<file path="config.mk">
export PLATFORM = sky130hd
export DESIGN_NAME = uart_byte_link
export DESIGN_NICKNAME = d
export VERILOG_FILES = /design/src/rtl/uart_link_pkg.sv /design/src/rtl/sync_byte_fifo.sv /design/src/rtl/uart_byte_link.sv
export SDC_FILE = /design/constraint.sdc
export NUM_CORES = 1
export LEC_CHECK = 0
export ABC_AREA = 1
export CELL_PAD_IN_SITES_DETAIL_PLACEMENT = 0
export CELL_PAD_IN_SITES_GLOBAL_PLACEMENT = 1
export CORE_ASPECT_RATIO = 0.6
export CORE_MARGIN = 2
export CORE_UTILIZATION = 50
export DETAILED_ROUTE_END_ITERATION = 10
export HOLD_SLACK_MARGIN = 0.02
export PLACE_DENSITY = 0.9
export SETUP_SLACK_MARGIN = 0.4
export SLEW_MARGIN = 10
export SYNTH_ARGS = -nofsm -noshare
export SYNTH_HDL_FRONTEND = slang
export SYNTH_SLANG_ARGS = --single-unit
</file>
<file path="constraint.sdc">
create_clock -name clk -period 2.6 [get_ports clk]
set_clock_uncertainty 0.05 [all_clocks]
set_input_delay 0.52 -clock clk [delete_from_list [all_inputs] [get_ports clk]]
set_output_delay 0.52 -clock clk [all_outputs]
set_load 0.05 [all_outputs]
</file>
<file path="src/rtl/uart_link_pkg.sv">
// Shared constants and state types for the byte UART link.
package uart_link_pkg;

    // Oversample ticks per bit and the tick on which the start bit is checked
    localparam int OVERSAMPLE = 16;
    localparam int MID_SAMPLE = 8;

    // Addresses the core's IO decode uses for this port
    localparam logic [15:0] UART_DATA_ADDR = 16'h1000;
    localparam logic [15:0] UART_STAT_ADDR = 16'h2000;

    typedef enum logic [1:0] {
        TX_IDLE,
        TX_START,
        TX_DATA,
        TX_STOP
    } txState_t;

    typedef enum logic [2:0] {
        RX_IDLE,
        RX_START,
        RX_DATA,
        RX_STOP,
        RX_WAIT_HIGH
    } rxState_t;

endpackage

</file>
<file path="src/rtl/sync_byte_fifo.sv">
// Single-clock byte FIFO. Its pointers carry an extra wrap bit so that full and
// empty can be told apart. A push into a full FIFO is accepted only when a pop
// frees a slot in the same cycle; otherwise it is ignored.
module sync_byte_fifo
    import uart_link_pkg::*;
#(
    parameter int DEPTH = 16
) (
    input  logic       clk,
    input  logic       reset,
    input  logic       push_i,
    input  logic [7:0] pushData_i,
    input  logic       pop_i,
    output logic [7:0] head_o,
    output logic       empty_o,
    output logic       full_o
);

    localparam int AW = $clog2(DEPTH);

    logic [7:0] mem_q [DEPTH];
    logic [AW:0] wrPtr_q, wrPtr_d;
    logic [AW:0] rdPtr_q, rdPtr_d;
    logic        doPush;
    logic        doPop;

    assign empty_o = (wrPtr_q == rdPtr_q);
    assign full_o  = (wrPtr_q[AW] != rdPtr_q[AW]) &&
                     (wrPtr_q[AW-1:0] == rdPtr_q[AW-1:0]);
    assign doPop   = pop_i && !empty_o;
    assign doPush  = push_i && (!full_o || doPop);
    assign head_o  = mem_q[rdPtr_q[AW-1:0]];

    // Advance each pointer when its operation is actually performed
    always_comb begin
        wrPtr_d = wrPtr_q;
        rdPtr_d = rdPtr_q;
        if (doPush) begin
            wrPtr_d = wrPtr_q + (AW+1)'(1);
        end
        if (doPop) begin
            rdPtr_d = rdPtr_q + (AW+1)'(1);
        end
    end

    // Pointer registers; reset empties the FIFO
    always_ff @(posedge clk) begin
        if (reset) begin
            wrPtr_q <= '0;
            rdPtr_q <= '0;
        end else begin
            wrPtr_q <= wrPtr_d;
            rdPtr_q <= rdPtr_d;
        end
    end

    // Storage array; contents are only visible through head_o when non-empty
    always_ff @(posedge clk) begin
        if (doPush) begin
            mem_q[wrPtr_q[AW-1:0]] <= pushData_i;
        end
    end

endmodule

</file>
<file path="src/rtl/uart_byte_link.sv">
// Byte UART link: queues CPU writes and sends them as 8N1 frames on uart_txd,
// and collects 8N1 frames from uart_rxd into a FIFO the CPU can read. Both
// directions run off a shared 16x oversample tick.
module uart_byte_link
    import uart_link_pkg::*;
#(
    parameter int DIV      = 54,
    parameter int TX_DEPTH = 16,
    parameter int RX_DEPTH = 16
) (
    input  logic       clk,
    input  logic       reset,
    input  logic       uart0_wr,
    input  logic [7:0] uart_w,
    input  logic       uart0_rd,
    output logic       uart0_valid,
    output logic [7:0] uart0_data,
    output logic       tx_ready,
    output logic       tx_busy,
    output logic       uart_txd,
    input  logic       uart_rxd,
    input  logic       err_clr,
    output logic       tx_overflow,
    output logic       rx_overrun,
    output logic       rx_frame_err
);

    localparam int               DIV_W     = (DIV > 1) ? $clog2(DIV) : 1;
    localparam logic [DIV_W-1:0] DIV_LAST  = DIV_W'(DIV - 1);
    localparam logic [3:0]       TICK_LAST = 4'(OVERSAMPLE - 1);
    localparam logic [3:0]       MID_LAST  = 4'(MID_SAMPLE - 1);

    logic [DIV_W-1:0] divCnt_q, divCnt_d;
    logic             tick;

    logic       txPop;
    logic [7:0] txHead;
    logic       txEmpty;
    logic       txFull;

    txState_t   txState_q, txState_d;
    logic [3:0] txTickCnt_q, txTickCnt_d;
    logic [2:0] txBitCnt_q, txBitCnt_d;
    logic [7:0] txShift_q, txShift_d;

    logic       rxSync1_q, rxSync2_q;
    logic       rxdS;

    rxState_t   rxState_q, rxState_d;
    logic [3:0] rxTickCnt_q, rxTickCnt_d;
    logic [2:0] rxBitCnt_q, rxBitCnt_d;
    logic [7:0] rxShift_q, rxShift_d;
    logic       rxPush;
    logic       rxFrameErrSet;
    logic [7:0] rxHead;
    logic       rxEmpty;
    logic       rxFull;

    logic txOverflowSet, rxOverrunSet;
    logic txOverflow_q, txOverflow_d;
    logic rxOverrun_q, rxOverrun_d;
    logic rxFrameErr_q, rxFrameErr_d;

    assign tick = (divCnt_q == DIV_LAST);

    // Oversample tick divider: counts 0..DIV-1 and wraps on the tick cycle
    always_comb begin
        divCnt_d = divCnt_q + DIV_W'(1);
        if (tick) begin
            divCnt_d = '0;
        end
    end

    // Divider register, free-running from reset
    always_ff @(posedge clk) begin
        if (reset) begin
            divCnt_q <= '0;
        end else begin
            divCnt_q <= divCnt_d;
        end
    end

    sync_byte_fifo #(.DEPTH(TX_DEPTH)) txFifo (
        .clk        (clk),
        .reset      (reset),
        .push_i     (uart0_wr),
        .pushData_i (uart_w),
        .pop_i      (txPop),
        .head_o     (txHead),
        .empty_o    (txEmpty),
        .full_o     (txFull)
    );

    // TX next state: each state holds for 16 ticks; frames start on a tick from IDLE
    always_comb begin
        txState_d   = txState_q;
        txTickCnt_d = txTickCnt_q;
        txBitCnt_d  = txBitCnt_q;
        txShift_d   = txShift_q;
        txPop       = 1'b0;
        case (txState_q)
            TX_IDLE: begin
                if (tick && !txEmpty) begin
                    txPop       = 1'b1;
                    txShift_d   = txHead;
                    txTickCnt_d = '0;
                    txBitCnt_d  = '0;
                    txState_d   = TX_START;
                end
            end
            TX_START: begin
                if (tick) begin
                    if (txTickCnt_q == TICK_LAST) begin
                        txTickCnt_d = '0;
                        txState_d   = TX_DATA;
                    end else begin
                        txTickCnt_d = txTickCnt_q + 4'd1;
                    end
                end
            end
            TX_DATA: begin
                if (tick) begin
                    if (txTickCnt_q == TICK_LAST) begin
                        txTickCnt_d = '0;
                        txShift_d   = {1'b1, txShift_q[7:1]};
                        if (txBitCnt_q == 3'd7) begin
                            txState_d = TX_STOP;
                        end else begin
                            txBitCnt_d = txBitCnt_q + 3'd1;
                        end
                    end else begin
                        txTickCnt_d = txTickCnt_q + 4'd1;
                    end
                end
            end
            TX_STOP: begin
                if (tick) begin
                    if (txTickCnt_q == TICK_LAST) begin
                        txTickCnt_d = '0;
                        txState_d   = TX_IDLE;
                    end else begin
                        txTickCnt_d = txTickCnt_q + 4'd1;
                    end
                end
            end
            default: begin
                txState_d = TX_IDLE;
            end
        endcase
    end

    // TX state registers; reset aborts any frame in progress
    always_ff @(posedge clk) begin
        if (reset) begin
            txState_q   <= TX_IDLE;
            txTickCnt_q <= '0;
            txBitCnt_q  <= '0;
            txShift_q   <= '0;
        end else begin
            txState_q   <= txState_d;
            txTickCnt_q <= txTickCnt_d;
            txBitCnt_q  <= txBitCnt_d;
            txShift_q   <= txShift_d;
        end
    end

    // Line level follows the TX state; data goes out LSB first from the shifter
    always_comb begin
        uart_txd = 1'b1;
        case (txState_q)
            TX_START: uart_txd = 1'b0;
            TX_DATA:  uart_txd = txShift_q[0];
            default:  uart_txd = 1'b1;
        endcase
    end

    assign tx_ready = !txFull;
    assign tx_busy  = (txState_q != TX_IDLE) || !txEmpty;

    // Two-flop synchroniser for the asynchronous receive pin, idling high
    always_ff @(posedge clk) begin
        if (reset) begin
            rxSync1_q <= 1'b1;
            rxSync2_q <= 1'b1;
        end else begin
            rxSync1_q <= uart_rxd;
            rxSync2_q <= rxSync1_q;
        end
    end

    assign rxdS = rxSync2_q;

    // RX next state: qualify the start bit at mid-bit, then sample every 16 ticks
    always_comb begin
        rxState_d     = rxState_q;
        rxTickCnt_d   = rxTickCnt_q;
        rxBitCnt_d    = rxBitCnt_q;
        rxShift_d     = rxShift_q;
        rxPush        = 1'b0;
        rxFrameErrSet = 1'b0;
        case (rxState_q)
            RX_IDLE: begin
                if (!rxdS) begin
                    rxTickCnt_d = '0;
                    rxState_d   = RX_START;
                end
            end
            RX_START: begin
                if (tick) begin
                    if (rxTickCnt_q == MID_LAST) begin
                        rxTickCnt_d = '0;
                        rxBitCnt_d  = '0;
                        rxState_d   = rxdS ? RX_IDLE : RX_DATA;
                    end else begin
                        rxTickCnt_d = rxTickCnt_q + 4'd1;
                    end
                end
            end
            RX_DATA: begin
                if (tick) begin
                    if (rxTickCnt_q == TICK_LAST) begin
                        rxTickCnt_d = '0;
                        rxShift_d   = {rxdS, rxShift_q[7:1]};
                        if (rxBitCnt_q == 3'd7) begin
                            rxState_d = RX_STOP;
                        end else begin
                            rxBitCnt_d = rxBitCnt_q + 3'd1;
                        end
                    end else begin
                        rxTickCnt_d = rxTickCnt_q + 4'd1;
                    end
                end
            end
            RX_STOP: begin
                if (tick) begin
                    if (rxTickCnt_q == TICK_LAST) begin
                        rxTickCnt_d = '0;
                        if (rxdS) begin
                            rxPush    = 1'b1;
                            rxState_d = RX_IDLE;
                        end else begin
                            rxFrameErrSet = 1'b1;
                            rxState_d     = RX_WAIT_HIGH;
                        end
                    end else begin
                        rxTickCnt_d = rxTickCnt_q + 4'd1;
                    end
                end
            end
            RX_WAIT_HIGH: begin
                if (rxdS) begin
                    rxState_d = RX_IDLE;
                end
            end
            default: begin
                rxState_d = RX_IDLE;
            end
        endcase
    end

    // RX state registers
    always_ff @(posedge clk) begin
        if (reset) begin
            rxState_q   <= RX_IDLE;
            rxTickCnt_q <= '0;
            rxBitCnt_q  <= '0;
            rxShift_q   <= '0;
        end else begin
            rxState_q   <= rxState_d;
            rxTickCnt_q <= rxTickCnt_d;
            rxBitCnt_q  <= rxBitCnt_d;
            rxShift_q   <= rxShift_d;
        end
    end

    sync_byte_fifo #(.DEPTH(RX_DEPTH)) rxFifo (
        .clk        (clk),
        .reset      (reset),
        .push_i     (rxPush),
        .pushData_i (rxShift_q),
        .pop_i      (uart0_rd),
        .head_o     (rxHead),
        .empty_o    (rxEmpty),
        .full_o     (rxFull)
    );

    assign uart0_valid = !rxEmpty;
    assign uart0_data  = rxEmpty ? 8'h00 : rxHead;

    // A drop only counts when no pop frees a slot in the same cycle
    assign txOverflowSet = uart0_wr && txFull && !txPop;
    assign rxOverrunSet  = rxPush && rxFull && !uart0_rd;

    // Sticky error flags: cleared by err_clr, but a same-cycle set event wins
    always_comb begin
        txOverflow_d = txOverflow_q;
        rxOverrun_d  = rxOverrun_q;
        rxFrameErr_d = rxFrameErr_q;
        if (err_clr) begin
            txOverflow_d = 1'b0;
            rxOverrun_d  = 1'b0;
            rxFrameErr_d = 1'b0;
        end
        if (txOverflowSet) begin
            txOverflow_d = 1'b1;
        end
        if (rxOverrunSet) begin
            rxOverrun_d = 1'b1;
        end
        if (rxFrameErrSet) begin
            rxFrameErr_d = 1'b1;
        end
    end

    // Sticky flag registers
    always_ff @(posedge clk) begin
        if (reset) begin
            txOverflow_q <= 1'b0;
            rxOverrun_q  <= 1'b0;
            rxFrameErr_q <= 1'b0;
        end else begin
            txOverflow_q <= txOverflow_d;
            rxOverrun_q  <= rxOverrun_d;
            rxFrameErr_q <= rxFrameErr_d;
        end
    end

    assign tx_overflow  = txOverflow_q;
    assign rx_overrun   = rxOverrun_q;
    assign rx_frame_err = rxFrameErr_q;

endmodule

</file>
* Word-level counts from Yosys, hierarchy flattened *
Memory sizes are Yosys's and may differ from the RTL's. A register that Yosys moved wholly into a read port is not among the register bits.
Cells that the tools add are included.

word-level totals
  register bits after elaboration = 66
  RAM bits = 256
  bits of input ports = 14
  output and inout bits = 15
  logic and storage cells = 179
  memories = 2

memories
  name          depth  bits a word  read ports  clocked after memory_dff  wr ports  line                  text
  rxFifo.mem_q  16     8            1           1                         1         sync_byte_fifo.sv:21  logic [7:0] mem_q [DEPTH];
  txFifo.mem_q  16     8            1           1                         1         sync_byte_fifo.sv:21

cells by class
  $add $sub $neg = 9
  equal/unequal tests = 40
  muxes and demuxes = 70
  reductions and logical operators = 40

operator list
  operator                                                       count
  3-bit two-way mux                                              19
  4-bit two-way mux                                              12
  2-bit != test, second input constant                           19
  8-bit two-way mux                                              4
  5-bit by 1-bit adder with 5-bit output, second input constant  4
  1-bit two-way mux                                              18
  2-bit two-way mux                                              9
  8-bit case mux with 2 select lines                             1
  3-bit case mux with 5 select lines                             1
  3-bit case mux with 2 select lines                             2
  4-bit case mux with 3 select lines                             1
  2-bit nonzero test                                             6
  1-bit logical AND                                              11
  5-bit == test                                                  2
  3-bit == test, second input constant                           3
  9-bit AND reduction                                            1
  4-bit by 1-bit adder with 4-bit output, second input constant  2
  4-bit == test                                                  2
  4-bit == test, second input constant                           2
  2-bit case mux with 4 select lines                             1
  4-bit case mux with 2 select lines                             1
  4-bit AND reduction                                            2
  8-bit AND reduction                                            1
  3-bit by 1-bit adder with 3-bit output, second input constant  2
  21 further kinds                                               33

* Logic depth before layout (Yosys ltp) *
  depth after elaboration = 10
  mapped depth = 13
  mapped depth without buffers = 12

* Hierarchy *
A second synthesis with hierarchy kept.

unflattened totals
  cells, all modules = 1,338
  area total of the unflattened synthesis = 14,179.8 µm²

modules (own cells, without submodules)
  module                   times used  cells each  area each (µm²)  sequential area each (µm²)
  sync_byte_fifo (rxFifo)  1           493         5,843.1          4,124.0
  sync_byte_fifo (txFifo)  1           493         5,840.6          4,124.0
  uart_byte_link           1           352         2,496.1          920.9

* Worst setup path before layout *
OpenSTA, ideal clock, no wires.

  kind = reg2out
  start = register rxFifo.wrPtr_q[2]
  end = output uart0_data[0]
  arrival = 2,589 ps
  required time = 2,030 ps
  setup slack = -559 ps
  stages on the path, launching flop included = 7
  path buffers = 1
  path through = dfxtp_1 buf_2 xor2_1 nor2_1 nand3b_1 inv_1 a211oi_1

between the ends
  longest elaborated chain between the ends = 2

ends and longest elaborated chain
  element                 line                   text
  start, declared         sync_byte_fifo.sv:22   logic [AW:0] wrPtr_q, wrPtr_d;
  start signal, assigned  sync_byte_fifo.sv:52   wrPtr_q <= wrPtr_d;
  5-bit == test           sync_byte_fifo.sv:27   assign empty_o = (wrPtr_q == rdPtr_q);
  8-bit two-way mux       uart_byte_link.sv:288  assign uart0_data = rxEmpty ? 8'h00 : rxHead;
  end, declared           uart_byte_link.sv:17   output logic [7:0] uart0_data,

No other way between the ends.

==> flow_metrics.tcl <==
set metrics [dict create \
    gp_congestion 0.804 \
    stdcell_count 1839 \
    clk_path_buf_depth 3 \
    gr-total-overflow 0 \
    syn_area_per_cell_sq_um 10.5 \
    path_buf_inv 2 \
    multi_input_area_sq_um 4580 \
    drc 0 \
    cp_cell_sequence "bufbuf_16, a21oi_1, o21ai_1, nand3_1, o21ai_2, a211oi_4, buf_12" \
    holdWs_ns 0.372 \
    timing.reg2reg.worst_path_depth 10 \
    io_buffers 28 \
    ys_types 46 \
    critPathCaptureType "primary output" \
    cts.clk_slew.worst_paths_ns 0.07 \
    ys_seq_elements 330 \
    cp_max_fo 7 \
    fin_tns_setup_ns -1.31 \
    grt_pass1_vias 9653 \
    dieArea_sq_um 29800 \
    worstHoldPathCells 1 \
    regArea_sq_um 9220 \
    fin_ws_ns -0.193 \
    critical-path-max-stage-delay_ns 0.40 \
    worst_pin_slew_ns 0.855 \
    stdcell_area_sq_um 17300 \
    dieHeight_um 134 \
    grt_first_pass_wirelength_um 53500 \
    status "finished with violations" \
    crit_path_top_delay_cell "dfxtp_4" \
    critPathTopFamily "compound AO/OA/AOI/OAI gates" \
    firstDrtPassIters 6 \
    reg2reg_to "rxFifo.mem_q[6][5]$_DFFE_PP_" \
    min_period_over_period_pct 107 \
    r2r_start "rxTickCnt_q[0]$_SDFFE_PP0P_" \
    final_hold_viol_count 0 \
    finalWirelength_um 34400 \
    syn_area_sq_um 14200 \
    via_count 10300 \
    setup_violations 8 \
    num_rows 47 \
    peakVddDrop_v 0.000620 \
    pin_count 29 \
    wire_per_inst_um 18.7 \
    whs_endpoint "rxSync2_q$_SDFF_PP1_" \
    yosysSeqAreaShare_pct 64.7 \
    clock-sinks 330 \
    synth-edff-count 256 \
    start_util_pct 51.2 \
    drv_cap 0 \
    num-fill-cells 2056 \
    synth_flop_cell "edfxtp_1" \
    finalMaxSlewViolations 0 \
    syn-num-nets 1392 \
    grt_max_degree 81 \
    tritoncts "built" \
    ant_nets 0 \
    startpoint_type "flop" \
    final_nets 1485 \
    cp_data_required_time_ns 2.03 \
    worstPathArrival_ns 2.22 \
    power_density_nw_per_um2 694 \
    post_dp_cell_area_sq_um 15300 \
    clk_latency_ns 0.57 \
    yosysWarnings 0 \
    layout_common_cells "edfxtp_1, nand2_1, nor2_1, inv_1, nand3_1" \
    core_area_sq_um 27700 \
    fp.dieW_um 221 \
    dp_cells 1746 \
    r2r_slack_ns 0.47 \
    area_growth_pct 21.9 \
    fmax_mhz 358 \
    layout_commonest_cell "edfxtp_1" \
    layout_min_cycle_time_ns 2.79 \
    ctsHtreeMaxLevel 1 \
    async_flop_share_pct 0 \
    drive_gt1_share_pct 19.4 \
    fin_util_pct 62.4 \
    failed_checks "negative setup slack" \
    root_buffer "clkbuf_16" \
    worstSetupPathType "reg -> out" \
    hold_start "rxSync1_q$_SDFF_PP1_" \
    grtUsageTotal_pct 23.0 \
    rsz0062_at_grt "yes" \
    hpwl_um 21300 \
    dr.first_iter.drc_count 1180 \
    hold_path.class "reg -> reg" \
    netlist_instances 1355 \
    diodes 0 \
    antenna_found_initial 0 \
    avgViaCountPerCell 5.58 \
    postCtsHoldBufs 0 \
    slew_headroom_pct 42.9 \
    power_leakage_nw 6.43 \
    numCtsBuffers 30 \
]
-- through the flow --
step,total power [W],setup slack [ns]
after global placement,0.00687,0.211
after global routing,0.0124,-0.262
after detailed placement,0.00690,0.107
after floorplan,0.00658,-0.104
after CTS,0.0120,-0.129
final,0.0120,-0.193
-- flip-flops by register name (all words and copies together) (netlist names), 4 cells and up, named ones only --
signal	flops
divCnt_q	6
rxFifo.mem_q	128
rxFifo.rdPtr_q	5
rxFifo.wrPtr_q	5
rxShift_q	8
rxTickCnt_q	4
txFifo.mem_q	128
txFifo.rdPtr_q	5
txFifo.wrPtr_q	5
txShift_q	8
txTickCnt_q	4
-- repair_timing --
| action | 4_1_cts | 5_1_grt |
|---|---|---|
| pin swaps | 33 | 19 |
| buffers inserted | 23 | 10 |
| cloned | 4 | 0 |
| endpoints found under the setup margin | 15 | 263 |
| gates resized for setup | 113 | 75 |
-- cell type report --
| class | count | area share [%] |
|---|---|---|
| clock inverter | 17 | 1.68 |
| multi-input combinational | 824 | 26.5 |
| clock buffer | 39 | 4.78 |
| tap | 367 | 2.66 |
| sequential | 330 | 53.4 |
| inverter | 139 | 3.11 |
| timing repair buffer | 123 | 7.87 |
-- synth_stat cells, types with 3 or more instances --
master / instances / area share [%]
xnor2_1: 6 / 0.37
clkbuf_1: 33 / 0.87
nand2_1: 180 / 4.8
nor2_1: 174 / 4.6
buf_4: 3 / 0.16
a211oi_1: 11 / 0.58
nand3b_1: 3 / 0.16
buf_1: 4 / 0.11
nor3b_1: 3 / 0.16
o21ai_0: 108 / 3.8
xor2_1: 11 / 0.68
inv_1: 130 / 3.4
edfxtp_1: 256 / 54
nor3_1: 4 / 0.14
o211ai_1: 40 / 2.1
buf_2: 18 / 0.64
ha_1: 23 / 2.0
buf_6: 3 / 0.24
dfxtp_1: 74 / 10
a21oi_1: 102 / 3.6
nand3_1: 115 / 4.1
or2_2: 5 / 0.22
o21ai_1: 3 / 0.11
inv_2: 5 / 0.13
nand2_2: 13 / 0.57
-- routing by layer --
layer  global-route usage (%)  share of wire [%]
met4                     4.55                1.4
met2                     32.0                 42
met1                     36.9                 47
met5                        0                  0
met3                     5.04                9.6
-- worst max-delay path by stage --
stage	depth (start not counted)	endpoint	start	slack [ns]
2_1_floorplan	6	uart0_data[0]	rxFifo.wrPtr_q[2]$_SDFFE_PP0P_	-0.10
3_3_place_gp	7	uart0_data[1]	flop	0.21
3_5_place_dp	7	uart0_data[2]	flop	0.11
4_1_cts	9	uart0_data[1]	flop	-0.13
5_1_grt	8	uart0_data[6]	flop	-0.26
6_report	7	uart0_data[7]	flop	-0.19
-- logic make-up after synthesis --
logic type | after synthesis | share of synthesized area (%)
AO/OA/AOI/OAI | 271 | 10.7
XOR/XNOR | 17 | 1.05
adder cells (fa/ha/maj) | 23 | 2.03
buffers and inverters | 201 | 5.76
flip-flops | 330 | 64.7
AND/OR/NAND/NOR | 513 | 15.8
-- where the power goes --
part	total, W	switching (W)	internal, W
logic	0.00124	0.000744	0.000495
registers	0.00578	0.0000637	0.00571
clock network	0.00497	0.00194	0.00303
total	0.0120	0.00275	0.00924
No activity file was read; power rests on OpenSTA's default activity.
